<file path="src/rtl/hx711_reader.sv">
// HX711 load-cell ADC reader: waits for DOUT ready, shifts 24 bits, sends gain-select pulses.
// Handles power-down and data-ready timeout. Define HX711_AVG_EN to average 2^AVG_LOG2 results per output.
module hx711_reader #(
    parameter int CLK_FREQ_HZ = 50_000_000,
    parameter int SCK_FREQ_HZ = 50_000,
    parameter int OUT_W       = 32,
    parameter int TIMEOUT_CYC = 10_000_000
`ifdef HX711_AVG_EN
    ,
    parameter int AVG_LOG2    = 2
`endif
) (
    input  logic             clk,
    input  logic             rst_n,
    input  logic             hx_dt,
    output logic             hx_sck,
    input  logic             enable,
    input  logic [1:0]       gain_sel,
    input  logic             pd_req,
    output logic [OUT_W-1:0] sample_data,
    output logic             sample_valid,
    input  logic             sample_ready,
    output logic             overrun,
    output logic             timeout,
    output logic             busy
);
    localparam int HALF = CLK_FREQ_HZ / (2 * SCK_FREQ_HZ);
    localparam int PH_W = $clog2(HALF);
    localparam int TO_W = $clog2(TIMEOUT_CYC + 1);
    localparam logic [PH_W-1:0] PH_LAST = PH_W'(HALF - 1);
    localparam logic [TO_W-1:0] TO_LAST = TO_W'(TIMEOUT_CYC - 1);

    typedef enum logic [2:0] {S_IDLE, S_WAIT_DRDY, S_SHIFT, S_EXTRA, S_DONE, S_PD} state_t;

    state_t            state_q, state_d;
    logic              dt_meta_q, dt_sync_q;
    logic              sck_q, sck_d;
    logic [PH_W-1:0]   ph_q, ph_d;
    logic [4:0]        pulse_q, pulse_d, pulse_nxt, total;
    logic [23:0]       shift_q, shift_d;
    logic [1:0]        gain_q, gain_d;
    logic [TO_W-1:0]   to_q, to_d;
    logic              timeout_q, timeout_d;
    logic              frame_done;
    logic [OUT_W-1:0]  data_q, data_d, new_data;
    logic              valid_q, valid_d, overrun_q, overrun_d, new_sample;

    // 24 data pulses plus 1/2/3 gain-select pulses for latched gain 00/01/10.
    assign total     = 5'd25 + {3'b000, gain_q};
    assign pulse_nxt = pulse_q + 5'd1;

    always_comb begin
        // NOTE: every signal gets a default before the case so no path leaves it unassigned (no latches).
        state_d    = state_q;
        sck_d      = sck_q;
        ph_d       = ph_q;
        pulse_d    = pulse_q;
        shift_d    = shift_q;
        gain_d     = gain_q;
        to_d       = '0;
        timeout_d  = 1'b0;
        frame_done = 1'b0;
        unique case (state_q)
            S_IDLE: begin
                sck_d = 1'b0;
                if (pd_req) begin
                    state_d = S_PD;
                    sck_d   = 1'b1;
                end else if (enable) begin
                    state_d = S_WAIT_DRDY;
                end
            end
            S_WAIT_DRDY: begin
                sck_d = 1'b0;
                if (pd_req) begin
                    state_d = S_PD;
                    sck_d   = 1'b1;
                end else if (!enable) begin
                    state_d = S_IDLE;
                end else if (!dt_sync_q) begin
                    state_d = S_SHIFT;
                    sck_d   = 1'b1;
                    ph_d    = '0;
                    pulse_d = '0;
                    gain_d  = (gain_sel == 2'b11) ? 2'b00 : gain_sel;
                end else if (to_q == TO_LAST) begin
                    timeout_d = 1'b1;
                end else begin
                    to_d = to_q + 1'b1;
                end
            end
            S_SHIFT, S_EXTRA: begin
                ph_d = ph_q + 1'b1;
                if (ph_q == PH_LAST) begin
                    ph_d = '0;
                    if (sck_q) begin
                        // Last clk of the high phase: DOUT has settled after the rising edge.
                        sck_d = 1'b0;
                        if (state_q == S_SHIFT) shift_d = {shift_q[22:0], dt_sync_q};
                    end else begin
                        pulse_d = pulse_nxt;
                        if (pulse_nxt == total) begin
                            state_d = S_DONE;
                        end else begin
                            sck_d   = 1'b1;
                            state_d = (pulse_nxt < 5'd24) ? S_SHIFT : S_EXTRA;
                        end
                    end
                end
            end
            S_DONE: begin
                frame_done = 1'b1;
                if (pd_req) begin
                    state_d = S_PD;
                    sck_d   = 1'b1;
                end else begin
                    state_d = enable ? S_WAIT_DRDY : S_IDLE;
                end
            end
            S_PD: begin
                sck_d = 1'b1;
                if (!pd_req) begin
                    // The device wakes up at channel A / gain 128.
                    sck_d   = 1'b0;
                    state_d = S_WAIT_DRDY;
                    gain_d  = 2'b00;
                end
            end
            default: state_d = S_IDLE;
        endcase
    end

`ifdef HX711_AVG_EN
    localparam int ACC_W = OUT_W + AVG_LOG2;

    logic [ACC_W-1:0]  acc_q, acc_d, acc_sum;
    logic [AVG_LOG2:0] cnt_q, cnt_d;
    logic              acc_clr;

    always_comb begin
        acc_sum    = acc_q + ACC_W'($signed(shift_q));
        acc_d      = acc_q;
        cnt_d      = cnt_q;
        new_sample = 1'b0;
        new_data   = OUT_W'($signed(acc_sum) >>> AVG_LOG2);
        acc_clr    = !enable || (state_d == S_PD && state_q != S_PD) || (gain_d != gain_q);
        if (acc_clr) begin
            acc_d = '0;
            cnt_d = '0;
        end else if (frame_done) begin
            if (int'(cnt_q) == (1 << AVG_LOG2) - 1) begin
                new_sample = 1'b1;
                acc_d      = '0;
                cnt_d      = '0;
            end else begin
                acc_d = acc_sum;
                cnt_d = cnt_q + 1'b1;
            end
        end
    end

    always_ff @(posedge clk or negedge rst_n) begin
        if (!rst_n) begin
            acc_q <= '0;
            cnt_q <= '0;
        end else begin
            acc_q <= acc_d;
            cnt_q <= cnt_d;
        end
    end
`else
    always_comb begin
        new_sample = frame_done;
        new_data   = OUT_W'($signed(shift_q));
    end
`endif

    // A fresh result in the same cycle as an accept keeps valid high without overrun.
    always_comb begin
        data_d    = data_q;
        valid_d   = valid_q && !sample_ready;
        overrun_d = 1'b0;
        if (new_sample) begin
            data_d    = new_data;
            valid_d   = 1'b1;
            overrun_d = valid_q && !sample_ready;
        end
    end

    always_ff @(posedge clk or negedge rst_n) begin
        // NOTE: sequential state uses non-blocking assignments so every flop samples pre-edge values.
        if (!rst_n) begin
            dt_meta_q <= 1'b1;
            dt_sync_q <= 1'b1;
            state_q   <= S_IDLE;
            sck_q     <= 1'b0;
            ph_q      <= '0;
            pulse_q   <= '0;
            shift_q   <= '0;
            gain_q    <= 2'b00;
            to_q      <= '0;
            timeout_q <= 1'b0;
            data_q    <= '0;
            valid_q   <= 1'b0;
            overrun_q <= 1'b0;
        end else begin
            dt_meta_q <= hx_dt;
            dt_sync_q <= dt_meta_q;
            state_q   <= state_d;
            sck_q     <= sck_d;
            ph_q      <= ph_d;
            pulse_q   <= pulse_d;
            shift_q   <= shift_d;
            gain_q    <= gain_d;
            to_q      <= to_d;
            timeout_q <= timeout_d;
            data_q    <= data_d;
            valid_q   <= valid_d;
            overrun_q <= overrun_d;
        end
    end

    assign hx_sck       = sck_q;
    assign sample_data  = data_q;
    assign sample_valid = valid_q;
    assign overrun      = overrun_q;
    assign timeout      = timeout_q;
    assign busy         = (state_q == S_SHIFT) || (state_q == S_EXTRA);

endmodule

</file>
<file path="config.mk">
export PLATFORM = sky130hd
export DESIGN_NAME = hx711_reader
export DESIGN_NICKNAME = d
export VERILOG_FILES = /design/src/rtl/hx711_reader.sv
export SDC_FILE = /design/constraint.sdc
export NUM_CORES = 1
export LEC_CHECK = 0
export ABC_AREA = 1
export CAP_MARGIN = 5
export CORE_ASPECT_RATIO = 2
export CORE_MARGIN = 5
export CORE_UTILIZATION = 44
export DETAILED_ROUTE_END_ITERATION = 16
export PLACE_DENSITY_LB_ADDON = 0.08
export SLEW_MARGIN = 20
export SYNTH_ARGS = -nofsm -noshare
export SYNTH_HDL_FRONTEND = slang
export SYNTH_SLANG_ARGS = --single-unit
</file>
<file path="constraint.sdc">
create_clock -name clk -period 2.25 [get_ports clk]
set_input_delay 0.45 -clock clk [delete_from_list [all_inputs] [get_ports clk]]
set_output_delay 0.45 -clock clk [all_outputs]
set_load 0.05 [all_outputs]
</file>
==> results of run 1 <==
how the worst min path moves through the flow:
stage	end	slack [ns]	depth (start not counted)
floorplan	gain_q[0]	0.15	0
global placement	dt_sync_q	0.35	0
detailed placement	dt_sync_q	0.35	0
CTS	gain_q[1]	0.09	1
global route	gain_q[0]	0.10	1
finish	gain_q[1]	0.08	1
layout make-up:
cell class | count | area, um^2
clock buffer | 10 | 229
clock inverter | 6 | 50.0
fill | 1020 | 4980
inverter | 80 | 302
multi-input combinational | 388 | 1860
sequential | 97 | 2430
tap | 137 | 171
timing repair buffer | 52 | 523
registers in the layout (all words and copies together) (netlist names):
register,flops
dt_sync_q,1
timeout,1
sample_valid,1
dt_meta_q,1
to_q,24
sample_data,24
gain_q,2
hx_sck,1
pulse_q,5
overrun,1
shift_q,24
ph_q,9
state_q,3
kinds of logic after synthesis:
kind of cell | synth area share
AO/OA/AOI/OAI | 0.103
XOR/XNOR | 0.0203
adder cells (fa/ha/maj) | 0.0106
buffers and inverters | 0.0943
flip-flops | 0.513
multiplexers | 0.00238
AND/OR/NAND/NOR | 0.257
report_power, final:
group / leakage, nW / switching [W] / internal, W / total [W]
clock network: 0.131 / 0.000690 / 0.000766 / 0.00146
logic: 0.890 / 0.000748 / 0.000357 / 0.00110
registers: 1.33 / 0.000156 / 0.00188 / 0.00204
cells in the final DEF (no fill, tap or decap), drive strengths merged:
master         count
ha                 4
clkdlybuf4s50     41
clkinv             1
nor4               2
nand3b             1
nor2              79
xnor2              2
nand2            153
inv               83
o2111ai            1
o31ai              1
clkinvlp           2
xor2               9
buf               10
dfrtp             95
dfstp              2
nor3              12
o21ai             75
nand4             10
o22ai              1
clkbuf            10
nand3             23
dlymetal6s2s       1
a22o               1
mux2               1
nor3b              2
a21oi             11
routing by layer:
layer,vias up,track usage,share of wire
met3,19,0.0432,0.033
li1,1923,-,-
met5,-,0,0
met2,55,0.327,0.54
met1,1777,0.189,0.40
met4,0,0.0725,0.026
metrics by stage:
stage	cells	setup WS (ns)	utilization	instance area, um^2
5_1_grt	770	0.00439	0.528	5570
3_3_place_gp	754	0.103	0.501	5290
4_1_cts	770	0.0681	0.528	5560
6_report	770	0.0999	0.528	5570
3_5_place_dp	754	0.0426	0.501	5290
2_1_floorplan	586	0.700	-	4740
worst reg2reg max path: cells and delay by family (launching register included):
kind / cells / cell delay, ns
and+or+nand+nor: 7 / 1.13
DFF: 1 / 0.44
adders and majority gates: 1 / 0.25
timing repair:
item                                   CTS  global route
endpoints found under the hold margin    0             0
setup endpoints to repair                0             3
gates resized for setup                  0             1
==> summary.md, run 1 <==
| Metric | Value |
|---|---|
| Worst Hold Margin | `0.0751 ns` |
| First-pass GRT wire length | `18700 um` |
| Last element of the critical path | `sample_data[27]` |
| Vias per cell | `4.90` |
| Critical path fanouts, max | `10` |
| Initial antenna violation count | `0` |
| Mean Syn Cell Area | `8.09 um^2` |
| Setup TNS | `0 ns` |
| Vias | `3774` |
| Die area | `0.0131 mm^2` |
| Worst setup EP type | `primary output` |
| Cells after Synth | `586` |
| Largest net degree at the start of global routing | `50` |
| Worst-Skew Late Latency | `0.35 ns` |
| Critical Path RT | `1.80 ns` |
| Final count of pins violating max slew | `0` |
| Most frequent cell after synthesis | `nand2_1` |
| Number of hold buffers added after CTS | `0` |
| Async SR Flop Fraction | `1.00` |
| Starting DRT DRC Count | `158` |
| CTS tree | `done` |
| Setup Skew | `0.00807 ns` |
| Drt drc | `0` |
| I/O pin cnt | `45` |
| Setup bufs post-CTS | `0` |
| Worst path depth | `1` |
| R2R cell count | `8` |
| Number of I/O port buffers | `44` |
| Post-layout min period | `2.15 ns` |
| Vias in the first global route | `4056` |
| PwrDens | `826 mW/mm^2` |
| Fin crit share | `0.956` |
| Die Height | `157 um` |
| Synth area leaders | `dfrtp_1 50%, nand2_1 12%, inv_1 5.9%, nor2_1 5.5%, o21ai_0 4.6%` |
| Netlist cell types | `36` |
| Final HPWL DP | `7750 um` |
| Total nets after synthesis | `598` |
| Final hold violation count | `0` |
| Delay-heaviest family, CP | `buffers and inverters` |
| NumNets Final | `640` |
| CP Cell Sequence | `clkdlybuf4s50_1` |
| Crit-path max cell delay | `0.86 ns` |
| Worst-path clk slew | `0.07 ns` |
| Register area share after synthesis | `0.513` |
| Crit path buf inv count | `1` |
| Arr. time, crit path | `1.70 ns` |
| CP Class | `flop to primary output` |
| Result of the run | `completed` |
| Max Root-Sink Buffers | `2` |
| Seq cells post-synth | `97` |
| Maximum VDD drop | `0.514 mV` |
| YS warnings | `0` |
| Initial Utilization | `0.449` |
| Pleak | `2.35 nW` |
| Worst path slowest cell | `clkdlybuf4s50_1` |
| HP Class | `primary input to asynchronous set/reset pin` |
| Top-area cell type share of the netlist area | `0.502` |
| Area grow syn2layout | `17.5%` |
| Dominant cell type by area after synthesis | `dfrtp_1` |
| Worst r2r src | `to_q[0]` |
| Number of synthesized flops with an enable pin | `0` |
| Mapped Area | `0.00474 mm^2` |
| Worst Max-Slew Pin Slew | `0.534 ns` |
| H-tree depth | `3` |
| Rows | `53` |
| Root Buffer | `clkbuf_16` |
| Maxcap violations | `0` |
| Unrepaired setup endpoints after global routing | `false` |
| Final GP Congestion | `0.941` |
| Worst Setup SP | `sample_data[23]` |
| Grt total ovfl | `0` |
| GRT Overall Usage | `0.176` |
| Slew HR | `0.643` |
| Sink Count | `97` |
| Worst R2R Setup Slack | `0.30 ns` |
| WL/cell | `13.6 um` |
| Post-route ant nets | `0` |
| F_max | `0.465 GHz` |
| Ys flop type | `dfrtp_1` |
| Total power | `0.00460 W` |
| CTS Buf Count | `9` |
| Endpoints failing setup | `0` |
| Fraction of layout cells with a size suffix above 1 | `0.0837` |
| Die width | `83.4 um` |
| CP Launch Type | `flop` |
| ANT cells | `0` |
| Core area | `0.0105 mm^2` |
| Top post-synthesis cells by count | `150 x nand2_1, 95 x dfrtp_1, 74 x inv_1` |
| TritonRoute pass-1 iters | `5` |
| R2R Path End | `to_q[20]` |
| Final WL | `10500 um` |
Power figures use the tool's default switching activity.
==> run 2: changes to the inputs <==
--- a/config.mk
+++ b/config.mk
@@ -6,9 +6,8 @@
 export NUM_CORES = 1
 export LEC_CHECK = 0
 export ABC_AREA = 1
-export CAP_MARGIN = 5
+export CAP_MARGIN = 20
 export CORE_ASPECT_RATIO = 2
-export CORE_MARGIN = 5
 export CORE_UTILIZATION = 44
 export DETAILED_ROUTE_END_ITERATION = 16
 export PLACE_DENSITY_LB_ADDON = 0.08
==> summary.md, run 2 (synthesis gave the netlist of run 1 again) <==
| Metric | Value |
|---|---|
| First-pass GRT wire length | `17600 um (was 18700 um)` |
| GR Util met1 | `0.224 (was 0.189)` |
| Die width | `75.4 um (was 83.4 um)` |
| Most common cell after layout, fill and taps aside | `nand2_1 (unchanged)` |
| Setup Skew | `0.00570 ns (was 0.00807 ns)` |
| # fillers | `1034 (was 1020)` |
| Delay-heaviest family, CP | `buffers and inverters (unchanged)` |
| Worst Max-Slew Pin Slew | `0.527 ns (was 0.534 ns)` |
| Post-route cell area | `0.00563 mm^2 (was 0.00557 mm^2)` |
| Post-layout min period | `2.16 ns (was 2.15 ns)` |
| TritonRoute pass-1 iters | `4 (was 5)` |
| Die Height | `149 um (was 157 um)` |
| Worst-path clk slew | `0.07 ns (about the same)` |
| Maxcap violations | `0 (unchanged)` |
| Vias per cell | `5.03 (was 4.90)` |
| Final hold violation count | `0 (unchanged)` |
| Maximum VDD drop | `0.485 mV (was 0.514 mV)` |
| Largest net degree at the start of global routing | `52 (was 50)` |
| Endpoints failing setup | `0 (unchanged)` |
| Sequential power share | `0.416 (was 0.443)` |
| Drt drc | `0 (unchanged)` |
| Crit path buf inv count | `1 (unchanged)` |
| CP Cell Sequence | `clkdlybuf4s50_1 (unchanged)` |
| Root Buffer | `clkbuf_16 (unchanged)` |
| GRT Overall Usage | `0.206 (was 0.176)` |
| Rows | `53 (unchanged)` |
| Switching pwr | `0.00159 W (about the same)` |
| WL/cell | `13.6 um (about the same)` |
| Setup bufs post-CTS | `0 (unchanged)` |
| Setup TNS | `0 ns (unchanged)` |
| GR Layer Usage met3 | `0.0358 (was 0.0432)` |
| Result of the run | `completed (unchanged)` |
| Max Root-Sink Buffers | `2 (unchanged)` |
| CP Class | `flop to primary output (unchanged)` |
| PwrDens | `873 mW/mm^2 (was 826 mW/mm^2)` |
| Starting DRT DRC Count | `194 (was 158)` |
| Vias | `3866 (was 3774)` |
| Final GP Congestion | `0.906 (was 0.941)` |
| Slew HR | `0.646 (was 0.643)` |
| Number of I/O port buffers | `44 (unchanged)` |
| Post-route ant nets | `0 (unchanged)` |
| Worst-Skew Late Latency | `0.34 ns (was 0.35 ns)` |
| Worst path slowest cell | `clkdlybuf4s50_1 (unchanged)` |
| Fin crit share | `0.960 (was 0.956)` |
| Pleak | `2.37 nW (was 2.35 nW)` |
| Sw frac | `0.323 (was 0.346)` |
| Core area | `0.0105 mm^2 (about the same)` |
| ANT cells | `0 (unchanged)` |
| Register area | `0.00243 mm^2 (unchanged)` |
| Comb pwr share | `0.227 (was 0.240)` |
| Area of the multi-input gates | `0.00186 mm^2 (unchanged)` |
| Die area | `0.0112 mm^2 (was 0.0131 mm^2)` |
| Most frequent cells in the layout | `150 x nand2_1, 95 x dfrtp_1, 74 x inv_1 (unchanged)` |
| Internal Pwr Total | `0.00333 W (was 0.00301 W)` |
| PostCTS Resize Cnt | `0 (unchanged)` |
| NumNets Final | `640 (unchanged)` |
| Initial antenna violation count | `0 (unchanged)` |
| Vias in the first global route | `3911 (was 4056)` |
| GR Util met2 | `0.370 (was 0.327)` |
| Critical Path RT | `1.80 ns (about the same)` |
| I/O pin cnt | `45 (unchanged)` |
| CTS tree | `done (unchanged)` |
| CTS Buf Count | `9 (unchanged)` |
| Grt peak-use layer | `met2 (unchanged)` |
| F_max | `0.463 GHz (was 0.465 GHz)` |
| Critical path fanouts, max | `10 (unchanged)` |
| Sink Count | `97 (unchanged)` |
| Crit-path max cell delay | `0.87 ns (was 0.86 ns)` |
| Area grow syn2layout | `18.7% (was 17.5%)` |
| Final WL | `10400 um (was 10500 um)` |
| Worst setup EP type | `primary output (unchanged)` |
| Number of hold buffers added after CTS | `0 (unchanged)` |
| Initial Utilization | `0.452 (was 0.449)` |
| Unrepaired setup endpoints after global routing | `false (unchanged)` |
| HP Class | `primary input to asynchronous set/reset pin (unchanged)` |
| Final count of pins violating max slew | `0 (unchanged)` |
| Fraction of layout cells with a size suffix above 1 | `0.0839 (was 0.0837)` |
| Placement Cell Area | `0.00529 mm^2 (unchanged)` |
| CP Launch Type | `flop (unchanged)` |
| Grt total ovfl | `0 (unchanged)` |
| Final HPWL DP | `7640 um (was 7750 um)` |
| Clock Power Share | `0.357 (was 0.316)` |
| Arr. time, crit path | `1.71 ns (was 1.70 ns)` |
| Worst Hold Margin | `0.0507 ns (was 0.0751 ns)` |
| H-tree depth | `3 (unchanged)` |
[run 2: cell type report]
cell class,instances,area share
clock buffers,9,0.0400
clock inverters,6,0.0205
inverters,80,0.0536
multi-input cells,388,0.331
flip-flops and latches,97,0.432
well taps,137,0.0305
repair buffers,52,0.0925
[run 2: final timing paths]
kind / from / to / slack [ns] / cells after the start
min in group clk: dt_meta_q / dt_sync_q / 0.36 / 0
worst min register to register: dt_meta_q / dt_sync_q / 0.36 / 0
worst max register to register: to_q[0] / to_q[16] / 0.29 / 8
worst max-delay path: sample_data[23] / sample_data[28] / 0.09 / 1
max in group asynchronous: rst_n / to_q[17] / 1.49 / 2
worst min-delay path: rst_n / pulse_q[2] / 0.05 / 1
[run 2: metal layers]
layer,share of wire,vias up,wire length (um)
met1,0.39,1833,4110
li1,-,1925,-
met4,0.029,0,307
met5,0,-,0
met3,0.032,23,333
met2,0.54,85,5690
[run 2: stage by stage]
stage               instances  utilization  worst slack, ns  total power (W)
detailed placement        754        0.504           0.0341          0.00321
global route              769        0.537           0.0233          0.00519
floorplan                 586            -            0.700          0.00287
global placement          754        0.504           0.0557          0.00318
finish                    769        0.537           0.0903          0.00491
CTS                       769        0.537           0.0693          0.00497
[run 2: power by group through the flow]
stage               registers, W  clock network [W]  logic, W
detailed placement       0.00208                  0   0.00113
global route             0.00207            0.00186   0.00127
floorplan                0.00209                  0  0.000787
CTS                      0.00204            0.00179   0.00113
finish                   0.00204            0.00176   0.00111
global placement         0.00207                  0   0.00111
